$ cat src/rtl/fiber_pkg.sv
// Shared definitions for the fiberBank PE-side arbiter: request encodings, FSM states and
// a one-hot check used when classifying incoming requests.
package fiber_pkg;

    localparam logic [3:0] FETCH_REQ   = 4'b0001;
    localparam logic [3:0] READ_REQ    = 4'b0010;
    localparam logic [3:0] WRITE_REQ   = 4'b0100;
    localparam logic [3:0] CONSUME_REQ = 4'b1000;

    typedef enum logic [1:0] {
        StIdle,
        StIssue,
        StWdata,
        StRdata
    } arb_state_e;

    function automatic logic is_onehot4(input logic [3:0] t);
        return (t != 4'b0000) && ((t & (t - 4'd1)) == 4'b0000);
    endfunction

endpackage

$ cat src/rtl/fiber_rr_arbiter.sv
// Combinational round-robin pick: first asserted request at or above ptr_i, wrapping
// from NumPe-1 back to 0.
module fiber_rr_arbiter #(
    parameter int unsigned NumPe = 4,
    parameter int unsigned IdxW  = $clog2(NumPe)
) (
    input  logic [NumPe-1:0] req_i,
    input  logic [IdxW-1:0]  ptr_i,
    output logic [NumPe-1:0] gnt_o,
    output logic [IdxW-1:0]  idx_o,
    output logic             any_o
);

    logic [IdxW-1:0] cand;

    always_comb begin
        idx_o = '0;
        any_o = 1'b0;
        cand  = '0;
        for (int unsigned off = 0; off < NumPe; off++) begin
            cand = IdxW'((32'(ptr_i) + off) % NumPe);
            if (!any_o && req_i[cand]) begin
                any_o = 1'b1;
                idx_o = cand;
            end
        end
    end

    always_comb begin
        gnt_o = '0;
        if (any_o) begin
            gnt_o[idx_o] = 1'b1;
        end
    end

endmodule

$ cat src/rtl/fiber_bank_arbiter.sv
// Round-robin sharing of one fiberBank PE-side port among NUM_PE requesters, one transaction
// at a time. Optional statistics counters are built when FIBER_ARB_STATS_EN is defined.
module fiber_bank_arbiter
    import fiber_pkg::*;
#(
    parameter int unsigned NUM_PE     = 4,
    parameter int unsigned DATA_WIDTH = 16,
    parameter int unsigned ADDR_WIDTH = 64
`ifdef FIBER_ARB_STATS_EN
    ,
    parameter int unsigned CNT_W      = 16
`endif
) (
    input  logic                           i_clk,
    input  logic                           i_nreset,
    input  logic [NUM_PE*4-1:0]            i_pe_type,
    input  logic [NUM_PE*ADDR_WIDTH-1:0]   i_pe_addr,
    input  logic [NUM_PE-1:0]              i_pe_type_valid,
    output logic [NUM_PE-1:0]              o_pe_type_ready,
    input  logic [NUM_PE*DATA_WIDTH-1:0]   i_pe_data,
    input  logic [NUM_PE-1:0]              i_pe_data_valid,
    output logic [NUM_PE-1:0]              o_pe_data_ready,
    output logic [DATA_WIDTH-1:0]          o_pe_rdata,
    output logic [NUM_PE-1:0]              o_pe_rdata_valid,
    input  logic [NUM_PE-1:0]              i_pe_rdata_ready,
    output logic [3:0]                     o_bank_type,
    output logic [ADDR_WIDTH-1:0]          o_bank_addr,
    output logic                           o_bank_type_valid,
    input  logic                           i_bank_type_ready,
    output logic [DATA_WIDTH-1:0]          o_bank_data,
    output logic                           o_bank_data_valid,
    input  logic                           i_bank_data_ready,
    input  logic [DATA_WIDTH-1:0]          i_bank_rdata,
    input  logic                           i_bank_rdata_valid,
    output logic                           o_bank_rdata_ready,
`ifdef FIBER_ARB_STATS_EN
    input  logic                           i_stats_clr,
    output logic [NUM_PE*CNT_W-1:0]        o_grant_cnt,
    output logic [CNT_W-1:0]               o_wait_cnt,
`endif
    output logic [$clog2(NUM_PE)-1:0]      o_grant_id,
    output logic                           o_busy,
    output logic                           o_bad_type
);

    localparam int unsigned IdxW = $clog2(NUM_PE);

    function automatic logic [IdxW-1:0] next_idx(input logic [IdxW-1:0] idx);
        return (32'(idx) == NUM_PE - 1) ? '0 : idx + 1'b1;
    endfunction

    arb_state_e            state_q, state_d;
    logic [IdxW-1:0]       rr_ptr_q, rr_ptr_d;
    logic [IdxW-1:0]       grant_q, grant_d;
    logic [3:0]            type_q, type_d;
    logic [ADDR_WIDTH-1:0] addr_q, addr_d;
    logic                  bad_q, bad_d;

    logic [NUM_PE-1:0]     win_gnt;
    logic [IdxW-1:0]       win_idx;
    logic                  win_any;
    logic                  accept;
    logic [3:0]            win_type;

    fiber_rr_arbiter #(
        .NumPe (NUM_PE),
        .IdxW  (IdxW)
    ) u_rr (
        .req_i (i_pe_type_valid),
        .ptr_i (rr_ptr_q),
        .gnt_o (win_gnt),
        .idx_o (win_idx),
        .any_o (win_any)
    );

    assign accept   = (state_q == StIdle) && win_any;
    assign win_type = i_pe_type[win_idx*4 +: 4];

    always_ff @(posedge i_clk) begin
        if (!i_nreset) begin
            state_q <= StIdle;
        end else begin
            state_q <= state_d;
        end
    end

    always_comb begin
        state_d = state_q;
        case (state_q)
            StIdle: begin
                if (accept && is_onehot4(win_type)) begin
                    state_d = StIssue;
                end
            end
            StIssue: begin
                if (i_bank_type_ready) begin
                    case (type_q)
                        WRITE_REQ:             state_d = StWdata;
                        READ_REQ, CONSUME_REQ: state_d = StRdata;
                        FETCH_REQ:             state_d = StIdle;
                        default:               state_d = StIdle;
                    endcase
                end
            end
            StWdata: begin
                if (i_bank_data_ready && i_pe_data_valid[grant_q]) begin
                    state_d = StIdle;
                end
            end
            StRdata: begin
                if (i_bank_rdata_valid && i_pe_rdata_ready[grant_q]) begin
                    state_d = StIdle;
                end
            end
            default: state_d = StIdle;
        endcase
    end

    // Request capture and round-robin pointer; a dropped request still advances the pointer.
    always_comb begin
        rr_ptr_d = rr_ptr_q;
        grant_d  = grant_q;
        type_d   = type_q;
        addr_d   = addr_q;
        bad_d    = 1'b0;
        if (accept) begin
            grant_d = win_idx;
            type_d  = win_type;
            addr_d  = i_pe_addr[win_idx*ADDR_WIDTH +: ADDR_WIDTH];
            if (!is_onehot4(win_type)) begin
                bad_d    = 1'b1;
                rr_ptr_d = next_idx(win_idx);
            end
        end
        if ((state_q != StIdle) && (state_d == StIdle)) begin
            rr_ptr_d = next_idx(grant_q);
        end
    end

    always_ff @(posedge i_clk) begin
        if (!i_nreset) begin
            rr_ptr_q <= '0;
            grant_q  <= '0;
            type_q   <= '0;
            addr_q   <= '0;
            bad_q    <= 1'b0;
        end else begin
            rr_ptr_q <= rr_ptr_d;
            grant_q  <= grant_d;
            type_q   <= type_d;
            addr_q   <= addr_d;
            bad_q    <= bad_d;
        end
    end

    always_comb begin
        o_pe_type_ready    = '0;
        o_pe_data_ready    = '0;
        o_pe_rdata_valid   = '0;
        o_pe_rdata         = i_bank_rdata;
        o_bank_type        = type_q;
        o_bank_addr        = addr_q;
        o_bank_type_valid  = 1'b0;
        o_bank_data        = i_pe_data[grant_q*DATA_WIDTH +: DATA_WIDTH];
        o_bank_data_valid  = 1'b0;
        o_bank_rdata_ready = 1'b0;
        case (state_q)
            StIdle: begin
                if (win_any) begin
                    o_pe_type_ready = win_gnt;
                end
            end
            StIssue: o_bank_type_valid = 1'b1;
            StWdata: begin
                o_bank_data_valid        = i_pe_data_valid[grant_q];
                o_pe_data_ready[grant_q] = i_bank_data_ready;
            end
            StRdata: begin
                o_pe_rdata_valid[grant_q] = i_bank_rdata_valid;
                o_bank_rdata_ready        = i_pe_rdata_ready[grant_q];
            end
            default: ;
        endcase
    end

    assign o_grant_id = grant_q;
    assign o_busy     = (state_q != StIdle);
    assign o_bad_type = bad_q;

`ifdef FIBER_ARB_STATS_EN
    logic [CNT_W-1:0] grant_cnt_q [NUM_PE];
    logic [CNT_W-1:0] grant_cnt_d [NUM_PE];
    logic [CNT_W-1:0] wait_cnt_q, wait_cnt_d;
    logic             waiting;

    assign waiting = |(i_pe_type_valid & ~o_pe_type_ready);

    // Saturating counters; clear takes priority over any increment in the same cycle.
    always_comb begin
        for (int unsigned p = 0; p < NUM_PE; p++) begin
            grant_cnt_d[p] = grant_cnt_q[p];
            if (i_stats_clr) begin
                grant_cnt_d[p] = '0;
            end else if (o_pe_type_ready[p] && !(&grant_cnt_q[p])) begin
                grant_cnt_d[p] = grant_cnt_q[p] + 1'b1;
            end
        end
        wait_cnt_d = wait_cnt_q;
        if (i_stats_clr) begin
            wait_cnt_d = '0;
        end else if (waiting && !(&wait_cnt_q)) begin
            wait_cnt_d = wait_cnt_q + 1'b1;
        end
    end

    always_ff @(posedge i_clk) begin
        if (!i_nreset) begin
            for (int unsigned p = 0; p < NUM_PE; p++) begin
                grant_cnt_q[p] <= '0;
            end
            wait_cnt_q <= '0;
        end else begin
            for (int unsigned p = 0; p < NUM_PE; p++) begin
                grant_cnt_q[p] <= grant_cnt_d[p];
            end
            wait_cnt_q <= wait_cnt_d;
        end
    end

    for (genvar p = 0; p < NUM_PE; p++) begin : g_cnt_out
        assign o_grant_cnt[p*CNT_W +: CNT_W] = grant_cnt_q[p];
    end
    assign o_wait_cnt = wait_cnt_q;
`endif

endmodule
$ cat config.mk
export PLATFORM = sky130hd
export DESIGN_NAME = fiber_bank_arbiter
export DESIGN_NICKNAME = d
export VERILOG_FILES = /design/src/rtl/fiber_pkg.sv /design/src/rtl/fiber_rr_arbiter.sv /design/src/rtl/fiber_bank_arbiter.sv
export SDC_FILE = /design/constraint.sdc
export NUM_CORES = 1
export LEC_CHECK = 0
export CAP_MARGIN = 20
export CELL_PAD_IN_SITES_DETAIL_PLACEMENT = 0
export CELL_PAD_IN_SITES_GLOBAL_PLACEMENT = 1
export CORE_AREA = 2 2 188 190
export DETAILED_ROUTE_END_ITERATION = 16
export DIE_AREA = 0 0 190 192
export PLACE_DENSITY = 0.73
export SETUP_SLACK_MARGIN = 0.3
export SLEW_MARGIN = 20
export SYNTH_ARGS = -nofsm -noshare
export SYNTH_HDL_FRONTEND = slang
export SYNTH_SLANG_ARGS = --single-unit
$ cat constraint.sdc
create_clock -name i_clk -period 5.5 [get_ports i_clk]
set_clock_uncertainty 0.1 [all_clocks]
set_input_delay 1.65 -clock i_clk [delete_from_list [all_inputs] [get_ports i_clk]]
set_output_delay 1.65 -clock i_clk [all_outputs]
set_load 0.01 [all_outputs]
==> run_results.csv <==
group,metric,value,unit
finish,final_nets,1680,
floorplan,die_y,192,um
finish,num-fill-cells,3721,
synth,synth.most_common_cell,"nand2_1",
timing,rsz0062_at_grt,"false",
floorplan,initial_core_util,17.2,%
setup_path,crit_type,"in2out",
detailed_routing,routed_wl,30500,um
cts,clk_latency,0.33,ns
detailed_routing,wl_per_cell,17.3,um
grt,gr-total-overflow,0,
setup_path,r2r_start,"rr_ptr_q[1]",
cts,cts_root_buf,"clkbuf_16",
cts,cts_tree,"done",
timing,slew_headroom,41.1,%
floorplan,num_io_pins,488,
cts,cts.reportedPaths.clkPinSlew,0.06,ns
placed_design,gp_congestion,0.831,
cts,numCtsBuffers,9,
placed_design,io_buffers,455,
synth,synth.avg_cell_area,6.52,um2
cts,clockBufferDepth,2,
grt,grt_pass1_vias,7722,
worst_hold_path,hp-class,"reg2reg",
setup_path,cpPeakStageDelay,0.46,ns
synth,yosysSeqAreaShare,25.5,%
detailed_routing,drt_first_pass_iters,5,
synth,synth_cells,904,
timing,hold_ws,0.359,ns
synth,synth_nets,1281,
detailed_routing,drt_first_iter_violations,256,
finish,final_layout_size_suffix_gt1_share,5.36,%
setup_path,r2r_slack,2.15,ns
detailed_routing,via_count,7778,
synth,synth.area.top_cells,"dfxtp_1 (25%), nand2_1 (21%), nand3_1 (18%), a21boi_0 (8.7%), mux4_2 (6.9%)",
synth,ys_top_cells_by_count,"nand2_1 (335), nand3_1 (207), dfxtp_1 (75), a21boi_0 (68), clkbuf_1 (42)",
timing,finalSetupViolCount,0,
setup_path,crit_path_start_kind,"primary input",
synth,synth_cell_types,49,
setup_path,path_buf_inv,2,
setup_path,cp-startpoint,"i_pe_type_valid[0]",
detailed_routing,ant_nets,0,
timing,period_share,93.8,%
synth,netlist_area,5900,um2
timing,maxSlewViolCount,0,
synth,ys.flop_type,"dfxtp_1",
finish,area_delta_synth_final,87.9,%
floorplan,num_rows,68,
grt,grt_max_degree,72,
cts,htree_levels,3,
setup_path,crit_family,"buffers and inverters",
setup_path,crit_chain,"clkdlybuf4s50_1 -> mux2i_1 -> nor2_1 -> or3_4 -> ha_1 -> and2_1 -> dlygate4sd2_1",
timing,worst_slew_pin_slew,0.883,ns
setup_path,crit_required,3.75,ns
detailed_routing,drc,0,
pwr,p_leak,0.00433,uW
synth,yosysWarnings,0,
pwr,vdd_drop_max,0.000248,V
timing,max_freq,194,MHz
synth,synth_enable_flop_cells,0,
timing,finalSetupTns,0,ns
timing,post-route-min-period,5.16,ns
cts,clock-sinks,75,
grt,grt_pass1_wl,44200,um
synth,ys_ff_latch,75,
floorplan,core,34300,um2
detailed_routing,viasPerCell,4.41,
setup_path,critPathArrivalTime,3.41,ns
synth,synth_top_area_share,25.5,%
setup_path,cp-end-kind,"output pin",
flow_run,maxCapViolCount,0,
outcome,outcome,"finished clean",
pwr,power-per-cell-area,394,nW/um2
setup_path,path_max_fanout,5,
floorplan,die_x,190,um
cts,cts_hold_buf,0,
grt,grt.total_usage,15.9,%
worst_hold_path,min_from,"o_bank_addr[49]",
synth,synth_area_leader_cell,"dfxtp_1",
placed_design,hpwl,23500,um
grt,antenna_found_initial,2,
setup_path,crit_slowest_cell,"clkdlybuf4s50_1",
floorplan,die_area,36500,um2
timing,hold_viol,0,
synth,async_reset_ff_share,0,%
## state kept, by name (all words and copies together) (netlist names)
| signal | flops |
|---|---|
| state_q | 2 |
| o_grant_id | 2 |
| rr_ptr_q | 2 |
| o_bank_addr | 64 |
| o_bank_type | 4 |
| o_bad_type | 1 |
## cell families (layout without fill, tap and decap cells)
| kind of cell | Yosys count | count (layout) | synth area share (%) |
|---|---|---|---|
| AO/OA/AOI/OAI | 111 | 111 | 13.6 |
| XOR/XNOR | 2 | 2 | 0.297 |
| adder cells (fa/ha/maj) | 8 | 8 | 1.70 |
| buffers and inverters | 96 | 498 | 7.60 |
| flip-flops | 75 | 75 | 25.5 |
| multiplexers | 19 | 19 | 7.05 |
| other | 0 | 2 | 0 |
| AND/OR/NAND/NOR | 593 | 593 | 44.3 |
## power breakdown
group          switching, uW  internal [uW]
clock                    248            346
sequential               171            789
combinational           1500           1310
## path summary, 6_finish.rpt
check / to / cells past startpoint
worst min-delay path: o_bank_addr[49] / 2
worst max register to register: rr_ptr_q[1] / 11
worst min register to register: o_bank_addr[49] / 2
worst max-delay path: o_pe_type_ready[0] / 7
## per-layer routing
layer	track usage, %	routed length [um]	up-vias
met3	5.30	2870	47
met1	16.2	11100	3527
met4	6.05	992	0
li1	-	-	3847
met5	0	0	-
met2	29.8	15500	357
## worst register-to-register path, stage by stage, from the launching register on
cell and delay [ns]:
dfxtp_1 0.38, mux2i_1 0.24, nor2_1 0.07, or3_4 0.43, inv_2 0.08, buf_4 0.11
buf_4 0.66, and3_1 0.35, nor2_1 0.11, a211o_1 0.35, a31o_1 0.23, a31oi_1 0.15
## stage by stage
step | cells | worst slack [ns] | instance area [um2] | util (%) | total power (uW)
finish | 1763 | 0.341 | 11100 | 32.3 | 4370
CTS | 1760 | 0.333 | 11100 | 32.3 | 4470
global placement | 1746 | 0.0497 | 10800 | 31.5 | 3830
floorplan | 904 | 0.599 | 5900 | - | 2430
detailed placement | 1746 | 0.0498 | 10800 | 31.5 | 3840
global route | 1762 | 0.313 | 11100 | 32.3 | 4760
## repair_timing
item,4_1_cts,5_1_grt
resized for setup,5,2
setup buffers,0,1
setup endpoints to repair,4,2
pin swaps,0,1
## layout make-up
| class | count | area, um2 | share of cell area, % |
|---|---|---|---|
| Antenna cell | 2 | 5.00 | 0.0452 |
| Clock buffer | 9 | 225 | 2.03 |
| Clock inverter | 5 | 56.3 | 0.508 |
| Inverter | 6 | 25.0 | 0.226 |
| Multi-Input combinational cell | 733 | 3970 | 35.8 |
| Sequential cell | 75 | 1500 | 13.6 |
| Tap cell | 455 | 569 | 5.14 |
| Timing Repair Buffer | 478 | 4730 | 42.7 |
## layout by cell type, fill, tap and decap left out, drive strengths merged, types with 4 or more instances in the layout
master,n
dfxtp,75
o211ai,4
nor2,8
ha,8
o21ai,15
nand3,207
and2,15
inv,6
a21boi,68
clkdlybuf4s50,449
nand2,335
and3,10
a21oi,5
nor2b,5
clkbuf,9
mux4,18
buf,25
Power figures use the tool's default switching activity.
